`config.mk`:
```
export PLATFORM = sky130hd
export DESIGN_NAME = casc_counter_reg
export DESIGN_NICKNAME = d
export VERILOG_FILES = /design/src/rtl/casc_counter_reg.sv
export SDC_FILE = /design/constraint.sdc
export NUM_CORES = 1
export LEC_CHECK = 0
export BUFFER_PORTS_ARGS = -buffer_cell sky130_fd_sc_hd__buf_4
export CORE_ASPECT_RATIO = 0.5
export CORE_MARGIN = 10
export CORE_UTILIZATION = 25
export CTS_BUF_LIST = sky130_fd_sc_hd__clkbuf_2 sky130_fd_sc_hd__clkbuf_4 sky130_fd_sc_hd__clkbuf_8
export CTS_CLUSTER_SIZE = 20
export DETAILED_ROUTE_END_ITERATION = 10
export PLACE_DENSITY = 0.46
export SLEW_MARGIN = 20
export SYNTH_ARGS = -nofsm -noshare
export SYNTH_HDL_FRONTEND = slang
export SYNTH_SLANG_ARGS = --single-unit
```
`constraint.sdc`:
```
create_clock -name clk -period 1.95 [get_ports clk]
set_input_delay 0.39 -clock clk [delete_from_list [all_inputs] [get_ports clk]]
set_output_delay 0.39 -clock clk [all_outputs]
set_load 0.01 [all_outputs]
```
`src/rtl/casc_counter_reg.sv`:
```
// Cascaded '163-style counter state register with carry-chained slices,
// registered wrap pulse, saturating wrap counter and optional one-shot stop.
module casc_counter_reg #(
    parameter int unsigned STAGES  = 2,
    parameter int unsigned STAGE_W = 4,
    parameter int unsigned ONESHOT = 0,
    parameter int unsigned WRAP_W  = 8
) (
    input  logic                        clk,
    input  logic                        rst_n,
    input  logic                        clr_n,
    input  logic                        ld_n,
    input  logic                        enp,
    input  logic                        ent,
    input  logic [STAGES*STAGE_W-1:0]   d,
    output logic [STAGES*STAGE_W-1:0]   q,
    output logic                        rco,
    output logic                        tc_pulse,
    output logic [WRAP_W-1:0]           wraps,
    output logic                        stopped
);

    localparam int unsigned CNT_W = STAGES * STAGE_W;
    localparam logic [WRAP_W-1:0] WRAP_MAX = '1;

    typedef enum logic {
        ST_RUN     = 1'b0,
        ST_STOPPED = 1'b1
    } state_t;

    state_t              r_state;
    state_t              w_state_nxt;
    logic [CNT_W-1:0]    r_q;
    logic [CNT_W-1:0]    w_q_nxt;
    logic [CNT_W-1:0]    w_q_inc;
    logic [STAGES:0]     w_carry;
    logic                r_tc;
    logic [WRAP_W-1:0]   r_wraps;
    logic [WRAP_W-1:0]   w_wraps_nxt;
    logic                w_run;
    logic                w_cnt;
    logic                w_wrap;

    assign w_run      = (r_state == ST_RUN);
    assign w_cnt      = clr_n & ld_n & enp & ent & w_run;
    assign w_carry[0] = w_cnt;

    // Each slice advances only when every lower slice is all-ones (same edge).
    for (genvar k = 0; k < STAGES; k++) begin : g_slice
        assign w_carry[k+1] = w_carry[k] & (&r_q[k*STAGE_W +: STAGE_W]);
        assign w_q_inc[k*STAGE_W +: STAGE_W] =
            r_q[k*STAGE_W +: STAGE_W] + STAGE_W'(w_carry[k]);
    end

    // A wrap is a counting cycle out of the all-ones value.
    assign w_wrap = w_carry[STAGES];

    // FSM state register
    always_ff @(posedge clk or negedge rst_n) begin
        if (!rst_n) begin
            r_state <= ST_RUN;
        end else begin
            r_state <= w_state_nxt;
        end
    end

    // FSM next state: clear/load always restart, wrap stops in one-shot mode
    always_comb begin
        w_state_nxt = r_state;
        if (!clr_n || !ld_n) begin
            w_state_nxt = ST_RUN;
        end else if (w_wrap && (ONESHOT != 0)) begin
            w_state_nxt = ST_STOPPED;
        end
    end

    // Datapath next values, priority clr > ld > count > hold
    always_comb begin
        w_q_nxt     = w_q_inc;
        w_wraps_nxt = r_wraps;
        if (!clr_n) begin
            w_q_nxt     = '0;
            w_wraps_nxt = '0;
        end else if (!ld_n) begin
            w_q_nxt = d;
        end else if (w_wrap && (r_wraps != WRAP_MAX)) begin
            w_wraps_nxt = r_wraps + WRAP_W'(1);
        end
    end

    always_ff @(posedge clk or negedge rst_n) begin
        if (!rst_n) begin
            r_q     <= '0;
            r_tc    <= 1'b0;
            r_wraps <= '0;
        end else begin
            r_q     <= w_q_nxt;
            r_tc    <= w_wrap;
            r_wraps <= w_wraps_nxt;
        end
    end

    assign q        = r_q;
    assign rco      = ent & (&r_q);
    assign tc_pulse = r_tc;
    assign wraps    = r_wraps;
    assign stopped  = (r_state == ST_STOPPED);

endmodule
```
==> impl_metrics.env <==
export IMPL_grt_util_met3_pct=3.35
export IMPL_grt_max_degree=22
export IMPL_vias_per_cell=4.42
export IMPL_ant_nets=0
export IMPL_die_height_um=63.5
export IMPL_synth_edf_count=0
export IMPL_diodes=0
export IMPL_synth_fp_nets=109
export IMPL_start_kind="register"
export IMPL_fin_util_pct=36.2
export IMPL_use_met1_pct=6.80
export IMPL_finalInstanceArea_sq_um=1280
export IMPL_cp_data_required_time_ns=1.56
export IMPL_nNetsFinal=142
export IMPL_rows=15
export IMPL_synthToLayoutAreaGrowth_pct=35.4
export IMPL_cts_tree="yes"
export IMPL_cts_buffer_depth=2
export IMPL_dp_hpwl_um=1750
export IMPL_hold_violations=0
export IMPL_fmax_ghz=0.610
export IMPL_tritoncts_num_sinks=17
export IMPL_synth_flop_cell="dfrtp_1"
export IMPL_crit_path_end_kind="output port"
export IMPL_core_sq_um=3530
export IMPL_die_area_sq_um=6790
export IMPL_use_met2_pct=12.9
export IMPL_status="completed"
export IMPL_ir_drop_mv=0.194
export IMPL_yosysUniqueCellTypes=24
export IMPL_synth_seq_area_share_pct=45.0
export IMPL_leakagePower_nw=0.725
export IMPL_critPathArrivalTime_ns=1.25
export IMPL_period_minus_slack_ns=1.64
export IMPL_tns_ns=0
export IMPL_insertion_delay_ns=0.25
export IMPL_grt_ovfl_total=0
export IMPL_wl_per_cell_um=13.3
export IMPL_finClkSkew_ns=0.00309
export IMPL_start_util_pct=26.8
export IMPL_p_per_area_nw_per_um2=574
export IMPL_multi_input_area_sq_um=489
export IMPL_drive_gt1_share_pct=30.3
export IMPL_first_pass_iters=3
export IMPL_antenna_found_initial=0
export IMPL_grt_pass1_vias=788
export IMPL_avgSynthCellArea_sq_um=10.5
export IMPL_min_path_type="in -> reg"
export IMPL_cts_buffers=3
export IMPL_place_congestion=0.680
export IMPL_async_reset_ff_share_pct=100
export IMPL_ys_ff_latch=17
export IMPL_syn_inst=90
export IMPL_grt_most_used_layer="met2"
export IMPL_yosysWarnings=0
export IMPL_critical_path_max_fanout=4
export IMPL_rsz0062_at_grt="false"
export IMPL_seqCellArea_sq_um=425
export IMPL_synthesis_area_sq_um=945
export IMPL_maxCapViolCount=0
export IMPL_io_buffers=31
export IMPL_final_period_utilization_pct=84.1
export IMPL_setup_viol_count_final=0
export IMPL_path_clk_slew_ns=0.07
export IMPL_worstSetupPathType="reg -> out"
export IMPL_place_area_sq_um=1220
export IMPL_die_width_um=107
export IMPL_num_vias=764
export IMPL_cts_resized=0
export IMPL_gr_usage_all_layers_pct=6.98
export IMPL_grt_pass1_wl_um=3820
export IMPL_slew_violations=0
export IMPL_dr_first_iter_drc_count=17
export IMPL_io_pins=33
export IMPL_drc_errors=0
export IMPL_cts_max_level=1
export IMPL_root_buffer="clkbuf_8"
export IMPL_fillers=383
export IMPL_wl_um=2300
==> metrics by stage <==
step	std cells	power (W)	hold slack (ns)	worst slack (ns)
2_1_floorplan	90	0.000419	0.0944	0.446
3_5_place_dp	168	0.000473	0.278	0.234
4_1_cts	173	0.000750	0.362	0.293
5_1_grt	173	0.000776	0.368	0.235
3_3_place_gp	168	0.000473	0.277	0.220
6_report	173	0.000734	0.365	0.310
==> layout make-up <==
class / instances / area share [%]
clock buffers: 3 / 3.23
clock inverters: 1 / 0.391
inverters: 3 / 0.881
multi-input cells: 66 / 38.3
flip-flops and latches: 17 / 33.3
well taps: 51 / 4.99
repair buffers: 32 / 19.0
==> per-layer routing <==
layer / vias to the layer above / wire (um)
met5: - / 0
li1: 385 / -
met2: 12 / 1220
met4: 0 / 15
met3: 2 / 133
met1: 365 / 935
==> flip-flops by register name, summed over array words and instances, names as in the netlist <==
name      cells
wraps         8
tc_pulse      1
q             8
==> logic make-up (layout without fill, tap and decap cells) <==
group,after synthesis,after routing,synth area share (%)
xor gates and xnor gates,4,4,3.71
buffers and inverters,7,39,3.18
and+or+nand+nor,39,39,23.7
AOI/OAI and AO/OA,6,6,5.70
adders and majority gates,5,5,6.62
muxes,11,11,11.7
other,1,1,0.397
DFF,17,17,45.0
==> synth_stat cells, types with 2 or more instances <==
master	count	area share, %
ha_1	5	6.6
and3_1	3	2.0
nand3_1	4	2.1
clkbuf_1	3	1.2
inv_1	3	1.2
nor2b_1	4	2.6
nand2b_1	3	2.0
mux2i_1	11	12
nand4_1	7	4.6
xor2_1	2	1.9
xnor2_1	2	1.9
nand2_1	12	4.8
dfrtp_1	17	45
o211a_1	4	4.2
==> path summary, 6_finish.rpt <==
path                                         to  slack, ns  cells past startpoint            startpoint
min in group asynchronous  wraps[0]$_DFFE_PN0P_       0.53                      2                 rst_n
hold / removal                   q[2]$_DFF_PN0_       0.36                      2                  d[2]
setup reg to reg                 q[6]$_DFF_PN0_       0.39                      7        q[2]$_DFF_PN0_
setup / recovery                            rco       0.31                      3        q[2]$_DFF_PN0_
max in group asynchronous        q[6]$_DFF_PN0_       1.23                      2                 rst_n
hold reg to reg            wraps[0]$_DFFE_PN0P_       0.53                      1  wraps[0]$_DFFE_PN0P_
==> worst max-delay path, cell delays in order (launching register included) <==
cell and delay [ns]:
dfrtp_1 0.42, nand4_1 0.21, nor3_1 0.22, buf_4 0.15
==> cell usage in the layout, fill, tap and decap left out, types with 2 or more instances in the layout <==
cell	count
dfrtp_1	17
nand2_1	12
ha_1	5
nand3_1	4
clkbuf_8	3
buf_4	31
o211a_1	4
nand2b_1	3
nand4_1	7
xor2_1	2
and3_1	3
nor2b_1	4
inv_1	3
mux2i_1	11
xnor2_1	2
==> timing repair <==
item	in CTS	in global routing
hold endpoints to repair	10	0
hold buffers	1	0
setup endpoints to repair	0	0
buffers inserted	0	0
==> where the power goes <==
part | total [W] | switching [W] | internal (W)
Combinational | 0.0000909 | 0.0000428 | 0.0000480
Sequential | 0.000374 | 0.0000111 | 0.000363
Clock | 0.000269 | 0.000127 | 0.000142
Total | 0.000734 | 0.000181 | 0.000553
(Power assumes the default switching activity.)
